[src/rtl/mem_arbiter_if.sv]
// One requester port of the Simplez memory arbiter: request/handshake plus data.
// The requester drives through 'master'; the arbiter receives through 'slave'.
interface mem_arbiter_if #(
    parameter int AW = 9,
    parameter int DW = 12
);
    logic          req;
    logic          we;
    logic [AW-1:0] addr;
    logic [DW-1:0] wdata;
    logic          ack;
    logic [DW-1:0] rdata;

    modport master (output req, we, addr, wdata, input  ack, rdata);
    modport slave  (input  req, we, addr, wdata, output ack, rdata);
endinterface

[src/rtl/mem_arbiter.sv]
// Two-port arbiter in front of the single-port Simplez main memory (port 0 = CPU,
// port 1 = loader/monitor); IDLE -> ISSUE -> DONE sequencer, one access per 3 clocks.
module mem_arbiter #(
    parameter int AW         = 9,
    parameter int DW         = 12,
    parameter int FIXED_PRIO = 0
) (
    input  logic          clk,
    input  logic          rst,
    mem_arbiter_if.slave  p0,
    mem_arbiter_if.slave  p1,
    output logic [AW-1:0] mem_addr,
    output logic          mem_re,
    output logic          mem_we,
    output logic [DW-1:0] mem_wdata,
    input  logic [DW-1:0] mem_rdata,
    output logic          busy
);

    typedef enum logic [1:0] {
        IDLE  = 2'd0,
        ISSUE = 2'd1,
        DONE  = 2'd2
    } state_t;

    state_t        state_q, state_n;
    logic          owner_q, owner_n;
    logic          last_q,  last_n;
    logic [1:0]    ack_q,   ack_n;
    logic [DW-1:0] rdata0_q, rdata0_n;
    logic [DW-1:0] rdata1_q, rdata1_n;
    logic [AW-1:0] addr_n;
    logic [DW-1:0] wdata_n;
    logic          re_n, we_n;

    logic          grant1;
    logic          sel_we;

    // Port 1 wins when alone, or on a round-robin tie when port 0 went last.
    assign grant1 = p1.req & (~p0.req | ((FIXED_PRIO == 0) & ~last_q));
    assign sel_we = grant1 ? p1.we : p0.we;

    // NOTE: every *_n gets its hold value first, so no path through the case leaves
    // a signal unassigned and no latch is inferred.
    always_comb begin
        state_n  = state_q;
        owner_n  = owner_q;
        last_n   = last_q;
        ack_n    = 2'b00;
        rdata0_n = rdata0_q;
        rdata1_n = rdata1_q;
        addr_n   = mem_addr;
        wdata_n  = mem_wdata;
        re_n     = mem_re;
        we_n     = mem_we;

        case (state_q)
            IDLE: begin
                if (p0.req | p1.req) begin
                    owner_n = grant1;
                    addr_n  = grant1 ? p1.addr  : p0.addr;
                    wdata_n = grant1 ? p1.wdata : p0.wdata;
                    re_n    = ~sel_we;
                    we_n    = sel_we;
                    state_n = ISSUE;
                end
            end
            ISSUE: begin
                // The memory has driven mem_rdata at the mid-cycle negedge.
                if (mem_re) begin
                    if (owner_q) rdata1_n = mem_rdata;
                    else         rdata0_n = mem_rdata;
                end
                ack_n[owner_q] = 1'b1;
                last_n         = owner_q;
                re_n           = 1'b0;
                we_n           = 1'b0;
                state_n        = DONE;
            end
            DONE: begin
                state_n = IDLE;
            end
            default: begin
                state_n = IDLE;
            end
        endcase
    end

    // NOTE: sequential state uses non-blocking assignments so every register
    // samples the values from before the edge, independent of statement order.
    always_ff @(posedge clk or posedge rst) begin
        if (rst) begin
            state_q   <= IDLE;
            owner_q   <= 1'b0;
            last_q    <= 1'b1;
            ack_q     <= 2'b00;
            rdata0_q  <= '0;
            rdata1_q  <= '0;
            mem_addr  <= '0;
            mem_wdata <= '0;
            mem_re    <= 1'b0;
            mem_we    <= 1'b0;
        end else begin
            state_q   <= state_n;
            owner_q   <= owner_n;
            last_q    <= last_n;
            ack_q     <= ack_n;
            rdata0_q  <= rdata0_n;
            rdata1_q  <= rdata1_n;
            mem_addr  <= addr_n;
            mem_wdata <= wdata_n;
            mem_re    <= re_n;
            mem_we    <= we_n;
        end
    end

    assign p0.ack   = ack_q[0];
    assign p1.ack   = ack_q[1];
    assign p0.rdata = rdata0_q;
    assign p1.rdata = rdata1_q;
    assign busy     = (state_q != IDLE);

endmodule
[src/flat_wrapper.sv]
// flat-port wrapper written by rule: the top's interface ports become plain ports
module mem_arbiter_flat 
#(
    parameter int AW         = 9,
    parameter int DW         = 12,
    parameter int FIXED_PRIO = 0
)
  (clk, rst, mem_addr, mem_re, mem_we, mem_wdata, mem_rdata, busy, p0_req, p0_we, p0_addr, p0_wdata, p0_ack, p0_rdata, p1_req, p1_we, p1_addr, p1_wdata, p1_ack, p1_rdata);
  mem_arbiter_if #(.AW(AW), .DW(DW)) p0_i ();
  mem_arbiter_if #(.AW(AW), .DW(DW)) p1_i ();
  input  logic clk;
  input  logic rst;
  output logic [AW-1:0] mem_addr;
  output logic mem_re;
  output logic mem_we;
  output logic [DW-1:0] mem_wdata;
  input  logic [DW-1:0] mem_rdata;
  output logic busy;
  input wire logic [$bits(p0_i.req)-1:0] p0_req;
  input wire logic [$bits(p0_i.we)-1:0] p0_we;
  input wire logic [$bits(p0_i.addr)-1:0] p0_addr;
  input wire logic [$bits(p0_i.wdata)-1:0] p0_wdata;
  output wire logic [$bits(p0_i.ack)-1:0] p0_ack;
  output wire logic [$bits(p0_i.rdata)-1:0] p0_rdata;
  input wire logic [$bits(p1_i.req)-1:0] p1_req;
  input wire logic [$bits(p1_i.we)-1:0] p1_we;
  input wire logic [$bits(p1_i.addr)-1:0] p1_addr;
  input wire logic [$bits(p1_i.wdata)-1:0] p1_wdata;
  output wire logic [$bits(p1_i.ack)-1:0] p1_ack;
  output wire logic [$bits(p1_i.rdata)-1:0] p1_rdata;
  assign p0_i.req = p0_req;
  assign p0_i.we = p0_we;
  assign p0_i.addr = p0_addr;
  assign p0_i.wdata = p0_wdata;
  assign p0_ack = p0_i.ack;
  assign p0_rdata = p0_i.rdata;
  assign p1_i.req = p1_req;
  assign p1_i.we = p1_we;
  assign p1_i.addr = p1_addr;
  assign p1_i.wdata = p1_wdata;
  assign p1_ack = p1_i.ack;
  assign p1_rdata = p1_i.rdata;
  mem_arbiter #(.AW(AW), .DW(DW), .FIXED_PRIO(FIXED_PRIO)) u_core (.clk(clk), .rst(rst), .p0(p0_i), .p1(p1_i), .mem_addr(mem_addr), .mem_re(mem_re), .mem_we(mem_we), .mem_wdata(mem_wdata), .mem_rdata(mem_rdata), .busy(busy));
endmodule
[config.mk]
export PLATFORM = sky130hd
export DESIGN_NAME = mem_arbiter_flat
export DESIGN_NICKNAME = d
export VERILOG_FILES = /design/src/rtl/mem_arbiter_if.sv /design/src/rtl/mem_arbiter.sv /design/src/flat_wrapper.sv
export SDC_FILE = /design/constraint.sdc
export NUM_CORES = 1
export LEC_CHECK = 0
export CORE_MARGIN = 4
export CORE_UTILIZATION = 41
export DETAILED_ROUTE_END_ITERATION = 10
export HOLD_SLACK_MARGIN = 0.12
export PLACE_DENSITY = 0.79
export SLEW_MARGIN = 30
export SYNTH_ARGS = -nofsm -noshare
export SYNTH_HDL_FRONTEND = slang
export SYNTH_SLANG_ARGS = --single-unit
export TNS_END_PERCENT = 5
[constraint.sdc]
create_clock -name clk -period 2.1 [get_ports clk]
set_input_delay 0.42 -clock clk [delete_from_list [all_inputs] [get_ports clk]]
set_output_delay 0.42 -clock clk [all_outputs]
set_load 0.02 [all_outputs]
==> run metrics <==
compound-gate portion of the synthesized area=0.00984; Mapped Area=2410 sq um; Setup Skew=0.00304 ns; Rel. slew slack=0.743; nature of the critical path endpoint=primary output; area used by multi-input combinational logic=1020 sq um; largest family of logic cells by synthesized area=multiplexers; final setup fails=0; Post-CTS Setup Bufs=0; global-route wire length before repair=8170 um; Clock Path Buffers=2; Synth Instances=144; Final Max Slew Viols=0; Synth-to-Final Area Change=54.2%; status=finished, final reports clean; Finished Core Util=0.664; Worst setup endpoint=busy; CTS Hold Bufs=0; FF-to-FF Start=u_core.last_q; clock network power share=0.120; largest cells by area after synthesis=dfrtp_1 54%, mux2_4 22%, mux2_2 14%, buf_6 1.9%, mux2i_1 1.2%; CTS clk-pin slew, worst paths=0.09 ns; Final Hold Viols=0; Final min period=1.98 ns; reg2reg end=u_core.mem_wdata[9]; CTS buffer count=5; Warnings, synthesis=0; core area=5610 sq um; Critical Path AT=1.56 ns; initial core utilization=0.431; initial antenna violation count=0; Power Density=1470 nW/um^2; register share of total power=0.334; WS Path Type=flip-flop to primary output; mux share of post-synthesis cell area=0.381; Vias=1558; simple-gate share of the synthesized area=0.0311; placed insts=325; layout cells sized above 1=0.323; Distinct cells, synth=20; unrepaired setup endpoints after global routing=false; Initial DRC Count=18; DRC Markers=0; Clock H-tree levels=2; depth of the most critical reg-to-reg path=4; Main synth FF type=dfrtp_1; commonest cells in the synthesized netlist=52 x dfrtp_1, 36 x mux2_4, 29 x mux2_2; post-synthesis sequential area ratio=0.550; worst hold start=u_core.owner_q; CP startpoint kind=flip-flop; Syn Nets=204; P_int=3.61 mW; fill count=447; Initial DRT Pass Iterations=2; diode count=0; FFs w/ async S/R, synth=1.00; Mean Syn Cell Area=16.8 sq um; number of nets in the finished design=320; pin count of the biggest net entering global routing=54; Worst-Margin Slew=0.383 ns; EDFF count, synth=0; Fmax=506 MHz; Leakage=1.65 nW; WL per Instance=15.4 um; latest clock arrival within the worst-skew pair=0.30 ns; Reg area=1330 sq um; die width=84.7 um; Net Switching=1.86 mW; Post-Synth Adder-Cell Area=0; post-synth top area share=0.539; IO Pins=110; number of I/O port buffers=109; Non-Filler Instances=332; Hold Path Class=flip-flop to flip-flop; cell row count=27; Switching Share=0.340; die area=7180 sq um; Total GRT Usage=0.146; flops & latches, synth=53; GR Overflow Total=0; Detailed Place HPWL=3980 um; post-cts sizing count=0; vias in the first global route=1644; post-route ant nets=0; CP Max Fanout=2; vias per cell=4.69; Root Driver=clkbuf_8; Max-Cap Viols=0; fin crit share=0.941; Critical path origin=u_core.state_q[0]; TNS Setup=0 ns; VDD IR-drop max=0.000662 V; reg-to-reg setup timing slack=0.50 ns; Comb pwr share=0.547; CTS tree=built; RD Place Congestion=0.688; clk sinks=53; largest area contributor in the netlist=dfrtp_1; final wirelength=5110 um; height of the die=84.7 um; Power, Total=5.47 mW; worst path required time=1.68 ns; cell with the most instances after synthesis=dfrtp_1; Post-Synth XOR/XNOR Area=0
sequential cells by signal, summed over array words and instances (netlist names), 2 cells and up:
| signal | count |
|---|---|
| u_core.ack_q | 2 |
| u_core.mem_addr | 9 |
| u_core.mem_wdata | 12 |
| u_core.p0.rdata | 12 |
| u_core.p1.rdata | 12 |
| u_core.state_q | 2 |
kinds of logic after synthesis:
| kind of cell | count (synthesis) |
|---|---|
| compound gates | 2 |
| buf+inv | 9 |
| flops | 53 |
| mux | 70 |
| simple gates | 10 |
worst min-delay path by stage:
stage / to / depth (start not counted)
global placement: u_core.ack_q[0] / 1
global route: u_core.ack_q[0] / 1
CTS: u_core.ack_q[0] / 1
detailed placement: u_core.ack_q[0] / 1
floorplan: u_core.ack_q[0] / 1
finish: u_core.ack_q[0] / 1
critical path, stage by stage, from the launching register on:
cell,delay [ns]
dfrtp_1,0.42
or2_4,0.29
clkdlybuf4s50_1,0.55
layout by cell type (no fill, tap or decap), drive strengths merged:
master,instances
dfrtp,52
clkbuf,5
mux2i,3
dfstp,1
and3,1
clkdlybuf4s50,109
bufinv,1
mux2,67
and2,1
a21bo,1
nand2b,1
a21o,1
nand3,1
nand2,1
buf,6
nor2,4
or2,1
inv,3
clkinv,1
stage by stage:
step | hold WS (ns) | worst slack (ns) | instance area [sq um]
2_1_floorplan | 0.422 | 0.395 | 2410
3_3_place_gp | 0.434 | 0.119 | 3620
6_report | 0.467 | 0.123 | 3720
4_1_cts | 0.468 | 0.0980 | 3720
5_1_grt | 0.514 | 0.0694 | 3720
3_5_place_dp | 0.455 | 0.0940 | 3620
power groups by stage:
stage / logic (mW) / registers (mW) / clock network, mW
after floorplan: 1.13 / 2.41 / 0
after global placement: 2.99 / 1.84 / 0
after detailed placement: 3.04 / 1.84 / 0
after CTS: 3.04 / 1.84 / 0.677
after global routing: 3.15 / 1.89 / 0.719
final: 2.99 / 1.83 / 0.654
layer usage:
metal / track usage / routed length (um) / part of all wire
met1: 0.173 / 2140 / 0.42
met4: 0.0633 / 121 / 0.024
met3: 0.0471 / 425 / 0.083
met2: 0.243 / 2420 / 0.47
met5: 0 / 0 / 0
layout make-up:
cell class	instances	share of cell area
clock inverters	2	0.00941
repair buffers	115	0.315
multi-input cells	82	0.273
well taps	72	0.0242
flip-flops and latches	53	0.356
clock buffers	5	0.0185
inverters	3	0.00302
(Power assumes the default switching activity.)
